$ cat src/rtl/gpu_pkg.sv
// Shared GPU definitions.
// Holds the scheduler state encoding, the default command width and the
// command opcode field layout. The register-file decoder uses the same
// opcode constants.
package gpu_pkg;

  localparam int CMD_W_DFLT = 16;

  typedef enum logic [1:0] {
    IDLE  = 2'd0,
    DRAIN = 2'd1,
    DONE  = 2'd2
  } sched_state_t;

  // Command word layout: [15:12] opcode, [11:0] operand.
  localparam int OPC_MSB = 15;
  localparam int OPC_LSB = 12;

  localparam logic [3:0] OPC_NOP      = 4'h0;
  localparam logic [3:0] OPC_OBJ_POS  = 4'h1;
  localparam logic [3:0] OPC_OBJ_TILE = 4'h2;
  localparam logic [3:0] OPC_OBJ_ATTR = 4'h3;
  localparam logic [3:0] OPC_PALETTE  = 4'h4;

  function automatic logic [3:0] cmd_opcode(input logic [CMD_W_DFLT-1:0] cmd);
    return cmd[OPC_MSB:OPC_LSB];
  endfunction

endpackage

$ cat src/rtl/vblank_cmd_scheduler_cmd_fifo.sv
// cmd_fifo: synchronous circular command buffer with asynchronous reset.
// Ports:
//   clk, rst_n : clock, async active-low reset (clears storage too)
//   push, din  : write request and data; refused when full, even on a pop
//   pop        : remove the head entry (ignored when empty)
//   dout       : head entry mem[rd_ptr]
//   fill       : occupancy 0..DEPTH
//   ready      : not full
module cmd_fifo
  import gpu_pkg::*;
#(
  parameter int CMD_W  = CMD_W_DFLT,
  parameter int DEPTH  = 4,
  parameter int ADDR_W = 2
) (
  input  logic              clk,
  input  logic              rst_n,
  input  logic              push,
  input  logic [CMD_W-1:0]  din,
  input  logic              pop,
  output logic [CMD_W-1:0]  dout,
  output logic [ADDR_W:0]   fill,
  output logic              ready
);

  logic [CMD_W-1:0]  mem_q [DEPTH];
  logic [CMD_W-1:0]  mem_d [DEPTH];
  logic [ADDR_W-1:0] wr_ptr_q, wr_ptr_d;
  logic [ADDR_W-1:0] rd_ptr_q, rd_ptr_d;
  logic [ADDR_W:0]   fill_q, fill_d;
  logic              push_ok;
  logic              pop_ok;

  assign ready   = (fill_q != (ADDR_W+1)'(DEPTH));
  assign push_ok = push & ready;
  assign pop_ok  = pop & (fill_q != '0);
  assign dout    = mem_q[rd_ptr_q];
  assign fill    = fill_q;

  // Pointers wrap naturally because DEPTH is a power of two.
  always_comb begin
    mem_d    = mem_q;
    wr_ptr_d = wr_ptr_q;
    rd_ptr_d = rd_ptr_q;
    fill_d   = fill_q;
    if (push_ok) begin
      mem_d[wr_ptr_q] = din;
      wr_ptr_d        = wr_ptr_q + ADDR_W'(1);
    end
    if (pop_ok) begin
      rd_ptr_d = rd_ptr_q + ADDR_W'(1);
    end
    case ({push_ok, pop_ok})
      2'b10:   fill_d = fill_q + (ADDR_W+1)'(1);
      2'b01:   fill_d = fill_q - (ADDR_W+1)'(1);
      default: fill_d = fill_q;
    endcase
  end

  always_ff @(posedge clk or negedge rst_n) begin
    if (!rst_n) begin
      for (int i = 0; i < DEPTH; i++) mem_q[i] <= '0;
      wr_ptr_q <= '0;
      rd_ptr_q <= '0;
      fill_q   <= '0;
    end else begin
      for (int i = 0; i < DEPTH; i++) mem_q[i] <= mem_d[i];
      wr_ptr_q <= wr_ptr_d;
      rd_ptr_q <= rd_ptr_d;
      fill_q   <= fill_d;
    end
  end

endmodule

$ cat src/rtl/vblank_cmd_scheduler.sv
// vblank_cmd_scheduler: buffers host commands and releases them to the
// object register file only while cmd_en (vertical blank) is high, at most
// MAX_PER_FRAME writes per window.
// Ports:
//   clk, rst_n          : pixel clock, async active-low reset
//   cmd_en              : blanking window from the timing generator
//   in_valid, in_data   : host command input; in_ready = FIFO not full
//   wr_en, wr_data      : register-file write strobe and FIFO head word
//   frame_start         : one-cycle pulse after each cmd_en rising edge
//   frame_cnt           : windows entered, wraps at 255
//   fill                : FIFO occupancy
//   overrun             : sticky, a command was offered while full
//   backlog             : sticky, a window closed with commands left over
module vblank_cmd_scheduler
  import gpu_pkg::*;
#(
  parameter int CMD_W         = CMD_W_DFLT,
  parameter int DEPTH         = 4,
  parameter int ADDR_W        = 2,
  parameter int MAX_PER_FRAME = 3
) (
  input  logic              clk,
  input  logic              rst_n,
  input  logic              cmd_en,
  input  logic              in_valid,
  input  logic [CMD_W-1:0]  in_data,
  output logic              in_ready,
  output logic              wr_en,
  output logic [CMD_W-1:0]  wr_data,
  output logic              frame_start,
  output logic [7:0]        frame_cnt,
  output logic [ADDR_W:0]   fill,
  output logic              overrun,
  output logic              backlog
);

  localparam logic [7:0] BUDGET_MAX = 8'(MAX_PER_FRAME);

  sched_state_t state_q, state_d;
  logic         cmd_en_q, cmd_en_d;
  logic [7:0]   budget_q, budget_d;
  logic         frame_start_q, frame_start_d;
  logic [7:0]   frame_cnt_q, frame_cnt_d;
  logic         overrun_q, overrun_d;
  logic         backlog_q, backlog_d;
  logic         rise;

  cmd_fifo #(
    .CMD_W  (CMD_W),
    .DEPTH  (DEPTH),
    .ADDR_W (ADDR_W)
  ) u_fifo (
    .clk   (clk),
    .rst_n (rst_n),
    .push  (in_valid),
    .din   (in_data),
    .pop   (wr_en),
    .dout  (wr_data),
    .fill  (fill),
    .ready (in_ready)
  );

  assign rise        = cmd_en & ~cmd_en_q;
  assign frame_start = frame_start_q;
  assign frame_cnt   = frame_cnt_q;
  assign overrun     = overrun_q;
  assign backlog     = backlog_q;

  always_comb begin
    state_d       = state_q;
    cmd_en_d      = cmd_en;
    budget_d      = budget_q;
    frame_start_d = 1'b0;
    frame_cnt_d   = frame_cnt_q;
    overrun_d     = overrun_q | (in_valid & ~in_ready);
    backlog_d     = backlog_q;
    wr_en         = 1'b0;

    case (state_q)
      IDLE: begin
        if (rise) begin
          state_d       = DRAIN;
          budget_d      = '0;
          frame_start_d = 1'b1;
          frame_cnt_d   = frame_cnt_q + 8'd1;
        end
      end
      DRAIN: begin
        wr_en = cmd_en & (fill != '0) & (budget_q < BUDGET_MAX);
        if (wr_en) budget_d = budget_q + 8'd1;
        // Leaving on cmd_en low means no pop this cycle, so fill is already
        // the post-pop occupancy.
        if (!cmd_en) begin
          state_d = IDLE;
          if (fill != '0) backlog_d = 1'b1;
        end else if (budget_d == BUDGET_MAX) begin
          state_d = DONE;
        end
      end
      DONE: begin
        if (!cmd_en) begin
          state_d = IDLE;
          if (fill != '0) backlog_d = 1'b1;
        end
      end
      default: state_d = IDLE;
    endcase
  end

  // cmd_en_q resets high so a reset released mid-blank waits for the next
  // genuine rising edge instead of draining a partial window.
  always_ff @(posedge clk or negedge rst_n) begin
    if (!rst_n) begin
      state_q       <= IDLE;
      cmd_en_q      <= 1'b1;
      budget_q      <= '0;
      frame_start_q <= 1'b0;
      frame_cnt_q   <= '0;
      overrun_q     <= 1'b0;
      backlog_q     <= 1'b0;
    end else begin
      state_q       <= state_d;
      cmd_en_q      <= cmd_en_d;
      budget_q      <= budget_d;
      frame_start_q <= frame_start_d;
      frame_cnt_q   <= frame_cnt_d;
      overrun_q     <= overrun_d;
      backlog_q     <= backlog_d;
    end
  end

endmodule

$ cat config.mk
export PLATFORM = sky130hd
export DESIGN_NAME = vblank_cmd_scheduler
export DESIGN_NICKNAME = d
export VERILOG_FILES = /design/src/rtl/gpu_pkg.sv /design/src/rtl/vblank_cmd_scheduler_cmd_fifo.sv /design/src/rtl/vblank_cmd_scheduler.sv
export SDC_FILE = /design/constraint.sdc
export NUM_CORES = 1
export LEC_CHECK = 0
export CORE_AREA = 2 2 90 92
export DETAILED_ROUTE_END_ITERATION = 6
export DIE_AREA = 0 0 92 94
export MAX_ROUTING_LAYER = met4
export PLACE_DENSITY_LB_ADDON = 0.12
export SLEW_MARGIN = 10
export SYNTH_ARGS = -nofsm -noshare
export SYNTH_HDL_FRONTEND = slang
export SYNTH_SLANG_ARGS = --single-unit
$ cat constraint.sdc
create_clock -name clk -period 2.75 [get_ports clk]
set_input_delay 0.6875 -clock clk [delete_from_list [all_inputs] [get_ports clk]]
set_output_delay 0.6875 -clock clk [all_outputs]
set_load 0.005 [all_outputs]
### Word level (Yosys, flattened, before mapping)

Index checks and enable logic that the tools add are counted.
W data, S select, Z words.

* bits in registers: 93
* input port bits: 20
* output and inout bits: 32

* add/subtract/negate cells: 6
* order comparisons: 4
* eq/ne operators: 9
* mux-type cells: 19
* bitwise operators: 12
* reductions and logical operators: 10

Operators by type and width (count)
* $bwmux W64: 1
* $mux W16: 3
* $bmux W16 S2: 1
* $demux W16 S2: 1
* $mux W8: 3
* $add A8 B1 Y8 const B: 2
* $pmux W8 S2: 1
* $eq A8 B2 Y1 const B: 1
* $lt A8 B2 Y1 const B: 1
* $mux W2: 4
* $and A1 B1 Y1: 6
* $ge A3 B3 Y1 const B: 2
* $ne A3 B3 Y1 const B: 2
* $not A2 Y3: 2
* $pmux W2 S3: 1
* $pmux W3 S2: 1
* $reduce_and A3 Y1: 2
* $add A2 B1 Y2 const B: 2
* $eq A2 B1 Y1 const B: 2
* $eq A2 B2 Y1 const B: 2
* $ne A2 B2 Y1 const B: 2
* $reduce_and A2 Y1: 2
* $reduce_bool A2 Y1: 2
* $add A3 B1 Y3 const B: 1
* other kinds (9): 13

### Logic depth before layout (Yosys ltp)

* word-level depth: 9
* depth in mapped cells: 11

### By module

Synthesis repeated with hierarchy kept, for this count alone.

* cells, all modules: 282
* area, all modules: 4405.5 um^2

By module, submodules not included
* cmd_fifo: instances 1, cells each 192, area each 3384.5 um^2
* vblank_cmd_scheduler: instances 1, cells each 90, area each 1021.0 um^2

### Least setup slack after synthesis

OpenSTA, ideal clock, no wires.

* path type: input port to flip-flop
* start: input cmd_en
* end: register u_fifo.fill_q[2] (netlist: u_fifo.fill[2])
* library setup time: 79 ps
* arrival time: 2238 ps
* required time: 2671 ps
* path slack: 433 ps
* cell stages on the path: 9
* buffers on the path: 0
* cells stage by stage: and2b_2 nand4_1 nor2_1 ha_1 inv_1 fa_1 xor2_1 nor2_1 xor2_1

* word-level cells in the longest chain between the ends: 6
* elaborated cells between the ends (all ways): 8
* classes of those cells: eq/ne (2); mux (2); bitwise (3); reduce/logical (1)

Ends and longest elaborated chain
* start: declaration: line vblank_cmd_scheduler.sv:24 `input logic cmd_en,`
* $and A1 B1 Y1 (*) (2 in a row): line vblank_cmd_scheduler.sv:89 `wr_en = cmd_en & (fill != '0) & (budget_q < BUDGET_MAX);`
* $mux W1 (*): line vblank_cmd_scheduler.sv:79 `case (state_q)`
* $and A1 B1 Y1 (*): line vblank_cmd_scheduler_cmd_fifo.sv:36 `assign pop_ok = pop & (fill_q != '0);`
* via u_fifo.pop_ok: line vblank_cmd_scheduler_cmd_fifo.sv:32 `logic pop_ok;`
* $eq A2 B1 Y1 / $eq A2 B2 Y1 (equally long branches): line vblank_cmd_scheduler_cmd_fifo.sv:53 `case ({push_ok, pop_ok})`
* $pmux W3 S2 / $reduce_bool A2 Y1 (equally long branches)
* end signal: assignment: line vblank_cmd_scheduler_cmd_fifo.sv:70 `fill_q <= fill_d;`
* end: declaration: line vblank_cmd_scheduler_cmd_fifo.sv:30 `logic [ADDR_W:0] fill_q, fill_d;`

The timed path passes the listed nets; every way through them passes the cells marked *.
A chain may end at the register's enable or synchronous reset.

### Final worst setup path

* start: register u_fifo.rd_ptr_q[0]
* end: output wr_data[13]

* word-level cells in the longest chain between the ends: 4

Ends and longest elaborated chain
* start: declaration: line vblank_cmd_scheduler_cmd_fifo.sv:29 `logic [ADDR_W-1:0] rd_ptr_q, rd_ptr_d;`
* start signal: assignment: line vblank_cmd_scheduler_cmd_fifo.sv:69 `rd_ptr_q <= rd_ptr_d;`
* $not A2 Y3 (implied by the code): line vblank_cmd_scheduler_cmd_fifo.sv:37 `assign dout = mem_q[rd_ptr_q];`
* $bmux W16 S2: line vblank_cmd_scheduler_cmd_fifo.sv:37
* $mux W16 (implied by the code) (2 in a row): line vblank_cmd_scheduler_cmd_fifo.sv:37
* end: declaration: line vblank_cmd_scheduler.sv:29 `output logic [CMD_W-1:0] wr_data,`

Every way passes these cells. The select of a mux whose other input is x is not followed.

==> results.txt <==
The launching point of the worst reg2reg path is budget_q[7]$_DFFE_PN0P_. The worst setup path is captured at an output port. The final layout net count came out at 374. The number of clock buffers added by TritonCTS is 9. The internal power of the cells came out at between 4 and 5 mW. The required time at the endpoint of the critical path is 2.06 ns. For this run, the slowest stage of the critical path takes between 0.5 and 0.6 ns. The transition time at the pin with the least slew margin came out at between 0.7 and 0.8 ns. The synthesized instance count is 280. The proportion of synthesized flip-flops having asynchronous set or reset came out at 1.00. The core area came out at about 0.0076 mm^2. The synthesized netlist occupies a cell area of between 0.004 and 0.005 mm^2.

The average cell area after synthesis is around 15 um^2. The total power came out at ~5.8 mW. The number of synthesized flops with an enable pin is 0. The worst ir drop on vdd is ~0.47 mV. Setup repair after global routing left no endpoint under its margin. The iteration-0 DRC count of the detailed router came out at between 80 and 90. The worst path buffer plus inverter count came out at 2. The master cell of the clock root buffer is sky130_fd_sc_hd__clkbuf_8. The part of the total power dissipated in the clock network came out at 0.153. The number of register bits inferred by synthesis came out at 93. Walking the worst path, the cells encountered are buf_4 > mux4_2 > clkdlybuf4s50_1.

The share of power burned in combinational logic is 0.445. The worst path meets setup with approximately 0.12 ns of slack. The hold violation total from the final report came out at 0.

The initial antenna violation count was 0. STA classifies the critical path startpoint as a flip-flop. The average routed wire per standard cell came out at 16.8 um. The min-delay analysis places its worst path in the category input port to asynchronous set/reset pin. The synthesized design spends more area on one cell type than any other, namely sky130_fd_sc_hd__dfrtp_1. The power share of the sequential group came out at 0.402. The number of global-route vias before repair came out at between 2,000 and 3,000. The count of nets left with antenna violations once routing finished came out at 0. TritonCTS built the clock tree. The shortest clock period the worst path allows after layout is approximately 2.6 ns. Of the cells placed in the final design, the portion with a size suffix greater than 1 is 0.328. Summing over every cut layer, the via total after detailed routing is ~2,400.

The Yosys step of the flow raised 0 warnings. Of the total power, the share spent switching nets is 0.298. The clock-pin slew reported for the worst setup and hold paths after clock tree synthesis is roughly 0.090 ns. The combined flip-flop and latch cell area is approximately 0.0023 mm^2.

The horizontal extent of the die came out at just over 90 um. The post-cts hold buffer count came out at 0. The max-cap check violation count is 0.

Ranked by total cell area, the synthesized netlist is headed by sky130_fd_sc_hd__dfrtp_1 56%, sky130_fd_sc_hd__mux2_2 17%, sky130_fd_sc_hd__mux4_2 8.7%. In this run the critical register-to-register path is captured at u_fifo.fill[2]$_DFFE_PN0P_. The initial core utilization came out at 0.542. The number of library cell types mapped by synthesis is 36. The critical-path cell with the highest stage delay is sky130_fd_sc_hd__mux4_2. In this run the number of H-tree levels came out at 3. The flow ran to the end, and the final reports show no timing, DRC or antenna violations. The multi-input combinational cell area is approximately 0.0017 mm^2. The number of rows in the core area came out at 32. For this run, the leading register cell type out of synthesis is sky130_fd_sc_hd__dfrtp_1. The antenna diode count is 0.

The height of the die is 94 um. The post-detailed-placement cell area came out at about 0.0048 mm^2. By count the netlist is led by 92 x sky130_fd_sc_hd__dfrtp_1, 64 x sky130_fd_sc_hd__mux2_2, 16 x sky130_fd_sc_hd__mux4_2, 13 x sky130_fd_sc_hd__nand2_1, 11 x sky130_fd_sc_hd__inv_1. Of the post-synthesis cell area, the dominant cell type holds 0.558. The global-route wire length before repair is between 10 and 15 mm. The buffer depth of the longest clock path is 2. The number of remaining DRC errors is 0. At the end of routability-driven placement, the weighted congestion stood at approximately 0.81. The power density relative to cell area came out at about 1200 mW/mm^2. The number of filler cells placed in the layout is around 600. The latest clock arrival within the worst-skew pair came out at between 0.3 and 0.4 ns. The period utilization is 0.955. The area of all placed cells without fillers is between 0.004 and 0.005 mm^2. The setup check on the worst reg-to-reg path leaves a slack of roughly 0.30 ns.

At the worst endpoint, the arrival time is ~1.9 ns. In the global route stage, overall resource usage came out at 0.206. The residual overflow from global routing came out at 0. The worst register-to-register path has a depth of 10. The die area is 0.00865 mm^2. In this run the tool buffered the top-level ports with ~50 buffer cells. The number of top-level design ports is 52. The first TritonRoute pass finished after 4 iterations. The most crowded layer after global routing is met2. The number of pins exceeding their max-slew limit in the final report came out at 0.

The met1 routing resource usage after global routing is 0.266. The leakage power figure is between 2 and 2.5 nW. The number of nets produced by synthesis is 311.

The overall routed net length came out at between 7 and 8 mm. The largest net degree at the start of global routing came out at slightly below 60. The post-placement setup slack is -0.0766 ns. The met2 usage came out at 0.329.

Of the synthesized area, sequential elements account for 0.564. The post-detailed-placement half-perimeter wirelength came out at around 5.1 mm. The switching power is between 1.5 and 2 mW.

Counting buffers and inverters, the worst setup path is 3 cells deep. In this run the worst path has a maximum fanout of 10. Among all cell types in the netlist, the one instantiated most often is sky130_fd_sc_hd__dfrtp_1. The relative max-transition margin came out at 0.513.

The critical path is of the flip-flop to output port type. The final clock skew came out at 0.00936 ns. Clock tree synthesis found a total of 93 sinks. For met3 alone, demand over resource in global routing was 0.0417. The setup violation total in the final timing report is 0. Based on the critical path, the design can be clocked at up to between 0.3 and 0.4 GHz. The kind of cell with the highest combined delay along the critical path is buffers and inverters. The via-per-instance ratio is roughly 5.4. From synthesis to final layout, the design area changed by 20.7%.
registers in the layout (all words and copies together) (netlist names):
register         cells
cmd_en_q             1
u_fifo.mem_q        64
u_fifo.wr_ptr_q      2
backlog              1
state_q              2
frame_start          1
u_fifo.rd_ptr_q      2
u_fifo.fill          3
overrun              1
frame_cnt            8
budget_q             8
final cells by class:
class,instances,area share
clock buffer,14,0.0307
clock inverter,2,0.00704
inverter,11,0.00829
multi-input combinational,167,0.341
sequential,93,0.468
tap,102,0.0256
timing repair buffer,61,0.119
worst max path at each step:
stage,endpoint,slack [ns],start
6_report,wr_data[13],0.12,u_fifo.rd_ptr_q[0]$_DFFE_PN0P_
5_1_grt,wr_data[13],0.01,u_fifo.rd_ptr_q[0]$_DFFE_PN0P_
4_1_cts,wr_data[13],0.08,u_fifo.rd_ptr_q[0]$_DFFE_PN0P_
3_5_place_dp,u_fifo.fill[2]$_DFFE_PN0P_,-0.08,cmd_en
3_3_place_gp,wr_en,-0.03,cmd_en
2_1_floorplan,u_fifo.fill[2]$_DFFE_PN0P_,0.43,cmd_en
repair_timing:
| action | in CTS | in global routing |
|---|---|---|
| setup endpoints to repair | 1 | 0 |
| buffers inserted | 1 | 0 |
| gates resized for setup | 1 | 0 |
worst register-to-register path: stages, from the launching register on:
cell and delay [ns]:
sky130_fd_sc_hd__dfrtp_1 0.39, sky130_fd_sc_hd__nor4_1 0.43, sky130_fd_sc_hd__nand4_1 0.19, sky130_fd_sc_hd__buf_4 0.18, sky130_fd_sc_hd__nor2_1 0.15, sky130_fd_sc_hd__ha_1 0.20
sky130_fd_sc_hd__inv_1 0.05, sky130_fd_sc_hd__fa_1 0.38, sky130_fd_sc_hd__xor2_1 0.15, sky130_fd_sc_hd__nor2_1 0.13, sky130_fd_sc_hd__xor2_1 0.15
power groups by stage:
stage	clock [mW]	sequential, mW	combinational [mW]
floorplan	0	2.24	1.65
global placement	0	2.32	2.56
detailed placement	0	2.36	2.63
CTS	0.916	2.34	2.64
global route	0.973	2.42	2.84
finish	0.890	2.33	2.58
kinds of logic after synthesis:
kind of cell | after synthesis | synth area share
flops | 93 | 0.564
mux | 82 | 0.267
simple gates | 47 | 0.0603
buf+inv | 20 | 0.0236
compound gates | 14 | 0.0218
xor+xnor | 13 | 0.0276
fa+ha+maj | 11 | 0.0352
metrics by stage:
step	TNS (ns)	hold WS [ns]	utilization	cells
after CTS	0	0.406	0.655	450
after global routing	0	0.428	0.655	450
after global placement	-0.0295	0.451	0.629	433
after floorplan	0	0.392	-	280
final	0	0.385	0.655	450
after detailed placement	-0.100	0.465	0.629	433
layer usage:
layer  wire length (um)  vias to the layer above  part of all wire
li1                   -                     1113                 -
met1               3430                     1264              0.45
met2               3770                       38              0.50
met3                220                       14             0.029
met4                134                        0             0.018
met5                  0                        -                 0
placed cells by master, fill, tap and decap left out, types with 2 or more instances in the layout:
| cell | n |
|---|---|
| sky130_fd_sc_hd__dfrtp_1 | 92 |
| sky130_fd_sc_hd__mux2_2 | 64 |
| sky130_fd_sc_hd__clkdlybuf4s50_1 | 49 |
| sky130_fd_sc_hd__mux4_2 | 16 |
| sky130_fd_sc_hd__nand2_1 | 13 |
| sky130_fd_sc_hd__inv_1 | 11 |
| sky130_fd_sc_hd__ha_1 | 10 |
| sky130_fd_sc_hd__clkbuf_8 | 10 |
| sky130_fd_sc_hd__buf_4 | 10 |
| sky130_fd_sc_hd__nor2_1 | 9 |
| sky130_fd_sc_hd__xnor2_1 | 8 |
| sky130_fd_sc_hd__nor2b_1 | 6 |
| sky130_fd_sc_hd__o21ai_0 | 5 |
| sky130_fd_sc_hd__xor2_1 | 5 |
| sky130_fd_sc_hd__a21oi_1 | 4 |
| sky130_fd_sc_hd__nand3_1 | 4 |
| sky130_fd_sc_hd__nand2_2 | 4 |
| sky130_fd_sc_hd__clkbuf_1 | 4 |
| sky130_fd_sc_hd__a31o_2 | 2 |
Power figures use the tool's default switching activity.
